**src/rtl/core_pkg.sv**
```systemverilog
// Shared fetch-path types and constants for the core front end.
package core_pkg;

    typedef enum logic [2:0] {
        FETCH,
        WAIT_RSP,
        HOLD,
        FLUSH,
        HALT
    } fetch_state_e;

    localparam int          INSTR_BYTES          = 4;
    localparam logic [63:0] DEFAULT_RESET_VECTOR = 64'h0;

endpackage

```
**src/rtl/fetch_target_sel.sv**
```systemverilog
// Priority mux for control-flow targets: a trap always beats a branch/jump redirect.
module fetch_target_sel #(
    parameter int DATA_WIDTH = 64
) (
    input  logic                  i_redirect_valid,
    input  logic [DATA_WIDTH-1:0] i_redirect_pc,
    input  logic                  i_trap_valid,
    input  logic [DATA_WIDTH-1:0] i_trap_vector,
    output logic                  o_valid,
    output logic                  o_is_trap,
    output logic [DATA_WIDTH-1:0] o_target,
    output logic                  o_misaligned
);

    always_comb begin
        o_valid      = i_trap_valid | i_redirect_valid;
        o_is_trap    = i_trap_valid;
        o_target     = i_trap_valid ? i_trap_vector : i_redirect_pc;
        o_misaligned = (o_target[1:0] != 2'b00);
    end

endmodule

```
**src/rtl/pc_fetch_sequencer.sv**
```systemverilog
// Owns the architectural PC and sequences one-at-a-time instruction fetch into decode,
// applying trap/redirect targets and draining stale responses.
module pc_fetch_sequencer
    import core_pkg::*;
#(
    parameter int                    DATA_WIDTH   = 64,
    parameter int                    INSTR_WIDTH  = 32,
    parameter logic [DATA_WIDTH-1:0] RESET_VECTOR = DATA_WIDTH'(DEFAULT_RESET_VECTOR)
) (
    input  logic                   i_clk,
    input  logic                   i_rst_n,
    input  logic                   i_redirect_valid,
    input  logic [DATA_WIDTH-1:0]  i_redirect_pc,
    input  logic                   i_trap_valid,
    input  logic [DATA_WIDTH-1:0]  i_trap_vector,
    output logic                   o_imem_req_valid,
    output logic [DATA_WIDTH-1:0]  o_imem_addr,
    input  logic                   i_imem_req_ready,
    input  logic                   i_imem_rsp_valid,
    input  logic [INSTR_WIDTH-1:0] i_imem_rsp_data,
    output logic                   o_instr_valid,
    output logic [INSTR_WIDTH-1:0] o_instr,
    output logic [DATA_WIDTH-1:0]  o_instr_pc,
    input  logic                   i_instr_ready,
    output logic [DATA_WIDTH-1:0]  o_pc,
    output logic                   o_misaligned
);

    fetch_state_e           r_state, w_nextState, w_redirDest;
    logic [DATA_WIDTH-1:0]  r_pc, w_nextPc, r_instrPc, w_target;
    logic [INSTR_WIDTH-1:0] r_instr;
    logic                   r_reqValid, r_misaligned, w_nextMisaligned;
    logic                   w_targetValid, w_targetIsTrap, w_targetMis;
    logic                   w_applyRedirect, w_destMis, w_reqFire, w_xferFire, w_capture;

    fetch_target_sel #(.DATA_WIDTH(DATA_WIDTH)) u_targetSel (
        .i_redirect_valid (i_redirect_valid),
        .i_redirect_pc    (i_redirect_pc),
        .i_trap_valid     (i_trap_valid),
        .i_trap_vector    (i_trap_vector),
        .o_valid          (w_targetValid),
        .o_is_trap        (w_targetIsTrap),
        .o_target         (w_target),
        .o_misaligned     (w_targetMis)
    );

    // HALT ignores plain redirects; only a trap can restart fetch from there.
    always_comb begin
        w_reqFire        = r_reqValid & i_imem_req_ready & (r_state == FETCH);
        w_xferFire       = (r_state == HOLD) & i_instr_ready;
        w_applyRedirect  = w_targetIsTrap | (w_targetValid & (r_state != HALT));
        w_destMis        = w_targetIsTrap ? w_targetMis : (r_misaligned | w_targetMis);
        w_redirDest      = w_destMis ? HALT : FETCH;
        w_nextState      = r_state;
        w_nextPc         = r_pc;
        w_nextMisaligned = r_misaligned;
        w_capture        = 1'b0;

        if (w_applyRedirect) begin
            w_nextPc         = w_target;
            w_nextMisaligned = w_destMis;
        end

        case (r_state)
            FETCH: begin
                if (w_applyRedirect)
                    w_nextState = w_reqFire ? FLUSH : w_redirDest;
                else if (w_reqFire)
                    w_nextState = WAIT_RSP;
            end
            WAIT_RSP: begin
                if (w_applyRedirect) begin
                    w_nextState = i_imem_rsp_valid ? w_redirDest : FLUSH;
                end else if (i_imem_rsp_valid) begin
                    w_capture   = 1'b1;
                    w_nextPc    = r_pc + DATA_WIDTH'(INSTR_BYTES);
                    w_nextState = HOLD;
                end
            end
            HOLD: begin
                if (w_applyRedirect)
                    w_nextState = w_redirDest;
                else if (w_xferFire)
                    w_nextState = FETCH;
            end
            FLUSH: begin
                if (i_imem_rsp_valid)
                    w_nextState = w_nextMisaligned ? HALT : FETCH;
            end
            HALT: begin
                if (w_applyRedirect)
                    w_nextState = w_redirDest;
            end
            default: w_nextState = FETCH;
        endcase
    end

    // Request valid is registered off the next state so it never glitches with ready.
    always_ff @(posedge i_clk) begin
        if (!i_rst_n) begin
            r_state      <= FETCH;
            r_pc         <= RESET_VECTOR;
            r_reqValid   <= 1'b0;
            r_misaligned <= 1'b0;
            r_instr      <= '0;
            r_instrPc    <= '0;
        end else begin
            r_state      <= w_nextState;
            r_pc         <= w_nextPc;
            r_reqValid   <= (w_nextState == FETCH);
            r_misaligned <= w_nextMisaligned;
            if (w_capture) begin
                r_instr   <= i_imem_rsp_data;
                r_instrPc <= r_pc;
            end
        end
    end

    assign o_imem_req_valid = r_reqValid;
    assign o_imem_addr      = r_pc;
    assign o_pc             = r_pc;
    assign o_instr_valid    = (r_state == HOLD);
    assign o_instr          = r_instr;
    assign o_instr_pc       = r_instrPc;
    assign o_misaligned     = r_misaligned;

endmodule
```
**config.mk**
```make
export PLATFORM = sky130hd
export DESIGN_NAME = pc_fetch_sequencer
export DESIGN_NICKNAME = d
export VERILOG_FILES = /design/src/rtl/core_pkg.sv /design/src/rtl/fetch_target_sel.sv /design/src/rtl/pc_fetch_sequencer.sv
export SDC_FILE = /design/constraint.sdc
export NUM_CORES = 1
export LEC_CHECK = 0
export CAP_MARGIN = 40
export CELL_PAD_IN_SITES_DETAIL_PLACEMENT = 0
export CELL_PAD_IN_SITES_GLOBAL_PLACEMENT = 1
export CORE_AREA = 2 2 153 155
export CTS_BUF_LIST = sky130_fd_sc_hd__clkbuf_2 sky130_fd_sc_hd__clkbuf_4 sky130_fd_sc_hd__clkbuf_8
export DETAILED_ROUTE_END_ITERATION = 10
export DIE_AREA = 0 0 155 157
export DONT_BUFFER_PORTS = 1
export GPL_TIMING_DRIVEN = 0
export PLACE_DENSITY_LB_ADDON = 0.1
export SYNTH_ARGS = -nofsm -noshare
export SYNTH_HDL_FRONTEND = slang
export SYNTH_SLANG_ARGS = --single-unit
```
**constraint.sdc**
```tcl
create_clock -name i_clk -period 3.5 [get_ports i_clk]
set_input_delay 0.35 -clock i_clk [delete_from_list [all_inputs] [get_ports i_clk]]
set_output_delay 0.35 -clock i_clk [all_outputs]
set_load 0.005 [all_outputs]
```
==> impl_metrics.json <==
{
  "status": "finished, final reports clean",
  "ys_seq_elements": 165,
  "dpl_cell_area_um2": 8650,
  "regArea_um2": 3303,
  "comb_power_share_pct": 13.1,
  "fin_crit_ps": 3010,
  "cp.required_ps": 3900,
  "worst_setup_path_end_kind": "flop",
  "finClkSkew_ps": 20.07,
  "synthFlopType": "dfxtp_1",
  "viasPerCell": 5.273,
  "grt.overflow.total": 0,
  "r2r-start": "r_state[2]",
  "crit_path_start": "r_state[2]",
  "whs_ps": 34.03,
  "irDropWorstVdd_v": 0.0002272,
  "ys_types": 54,
  "filler_cell_count": 2384,
  "p_per_area_nw_per_um2": 446.0,
  "grt_pass1_wl_mm": 43.55,
  "multi_input_area_um2": 4185,
  "p_switching_uw": 1295,
  "rsz0062_at_grt": "false",
  "clock_latency_ps": 470,
  "finalHoldViolations": 0,
  "tritoncts": "built",
  "grt_max_degree": 17,
  "initial_core_util_pct": 36.75,
  "slew_headroom_pct": 40.93,
  "worst_slew_pin_slew_ps": 886.0,
  "io_pins": 394,
  "setup-tns-final_ps": 0,
  "core_area_um2": 22500,
  "syn-cell-area_um2": 8270,
  "yosys_warnings": 0,
  "max_freq_mhz": 332.2,
  "gp_congestion": 0.7720,
  "power.leakage_uw": 0.003118,
  "synth_edf_count": 0,
  "dp.cells": 1309,
  "cts_sinks": 165,
  "clock-root-buffer": "clkbuf_8",
  "fin_nets": 1242,
  "grt_pass1_vias": 6944,
  "grtUsageTotal_pct": 23.71,
  "cts_htree_levels": 4,
  "antenna_found_initial": 5,
  "ys_seq_area_share_pct": 39.94,
  "worstPathMaxFanout": 10,
  "numCtsBuffers": 17,
  "finish.instance_area_um2": 9366,
  "finalMaxSlewViolations": 0,
  "p_int_uw": 2882,
  "cts_setup_buffers": 0,
  "clockBufferDepth": 2,
  "cp.arrival_ps": 3410,
  "dp_hpwl_mm": 22.76,
  "die_w_um": 155,
  "syn_avg_cell_area_um2": 8.092,
  "drtAntennaViolNets": 0,
  "syn_to_final_growth_pct": 13.25,
  "routed_wirelength_mm": 30.09,
  "io_buffers": 0,
  "syn_nets": 1190,
  "power_frac_seq_pct": 51.6,
  "drc": 0,
  "clk_pin_slew_worst_paths_ps": 90,
  "dr.first_iter.drc_count": 374,
  "switching_share_pct": 31.01,
  "die-area_um2": 24340,
  "ff2ff_setup_slack_ps": 490,
  "hp-class": "in2reg",
  "clock_power_share_pct": 35.3,
  "worstSetupPathType": "reg2reg",
  "start_kind": "flop",
  "synthArstFlopShare_pct": 0,
  "drv_cap": 0,
  "holdCritStartpoint": "i_imem_rsp_data[21]",
  "num_vias": 7240,
  "setup_violations": 0,
  "fin_crit_sh_pct": 86.00,
  "rows": 55,
  "fin_cells": 1373,
  "layout_commonest_cell": "nand2_1",
  "mostFrequentLayoutCells": "nand2_1, dfxtp_1, a21oi_1",
  "die_h_um": 157,
  "drive_above_1_share_pct": 15.38,
  "drtPass1Iterations": 4,
  "wl_per_cell_um": 21.91,
  "synthCells": 1022,
  "power_uw": 4177
}
==> area by class of cell <==
type | count | area share (%)
Timing Repair Buffer | 33 | 3.553
Multi-Input combinational cell | 715 | 44.68
Sequential cell | 165 | 35.27
Antenna cell | 2 | 0.05343
Buffer | 129 | 7.868
Inverter | 13 | 0.5210
Tap cell | 285 | 3.807
Clock buffer | 17 | 2.498
Clock inverter | 14 | 1.750
==> cell families after synthesis <==
kind of cell    synth area share, %
flops                         39.94
fa+ha+maj                    0.1513
mux                           5.991
simple gates                  22.34
buf+inv                       9.501
xor+xnor                      6.354
compound gates                15.72
==> repair_timing <==
item | CTS | global route
hold endpoints to repair | 31 | 0
hold buffers | 31 | 0
resized for setup | 0 | 1
setup endpoints to repair | 0 | 1
==> flip-flops by register name, summed over array words and instances, names as in the netlist <==
name / flops
o_misaligned: 1
o_instr: 32
o_imem_addr: 64
o_instr_pc: 64
r_state: 3
o_imem_req_valid: 1
==> path summary, 6_finish.rpt <==
| check | endpoint | cells past startpoint |
|---|---|---|
| max reg2reg | o_instr[21] | 7 |
| min | o_instr[21] | 2 |
| max | o_instr[21] | 7 |
| min reg2reg | o_instr_pc[2] | 2 |
==> metrics by stage <==
step	setup WS, ps	utilization [%]
5_1_grt	269.9	41.61
6_report	489.9	41.62
2_1_floorplan	1336	-
3_5_place_dp	132.6	38.44
3_3_place_gp	148.5	38.34
4_1_cts	108.4	41.58
==> cells in the mapped netlist (3+ instances only) <==
master      n  share of area, %
inv_1      12              0.54
clkbuf_1   51               2.3
a21oi_1   149               9.0
a211oi_1   19               1.7
a21oi_2     3              0.32
xor2_1      8              0.85
nor2_1     37               1.7
nor3_1     21               1.3
o21ai_0    37               2.2
nor4_2      4              0.61
nand4_1    11              0.83
mux2i_1     9               1.1
buf_1       9              0.41
mux2_2     36               4.9
nor2b_1     8              0.61
buf_2       4              0.24
nand2_1   221                10
and3_1      6              0.45
nand3_1    26               1.6
nor3_2      5              0.61
dfxtp_1   165                40
xnor2_1    52               5.5
nor4_4      3              0.77
buf_4      64               5.8
and4_1      5              0.53
nor4_1      9              0.68
o221ai_1   12               1.3
==> power groups by stage <==
stage | clock, uW | combinational (uW) | sequential, uW
2_1_floorplan | 0 | 400 | 2120
3_3_place_gp | 0 | 520 | 2200
3_5_place_dp | 0 | 521 | 2200
4_1_cts | 1510 | 553 | 2160
5_1_grt | 1590 | 597 | 2170
6_report | 1480 | 547 | 2150
==> layer usage <==
layer | share of wire (%) | vias up | GRT usage, %
met3 | 7.1 | 25 | 6.938
met4 | 1.3 | 6 | 5.511
met2 | 49 | 259 | 41.14
li1 | - | 3557 | -
met5 | 0.17 | - | 0
met1 | 43 | 3393 | 29.03
==> worst max-delay path: stages, from the launching register on <==
cell and delay, ps:
dfxtp_1 490, or3b_1 480, a21o_1 270, nor2_1 590, buf_2 450, buf_1 410, nand2_1 120, a21oi_1 130
(Power assumes the default switching activity.)
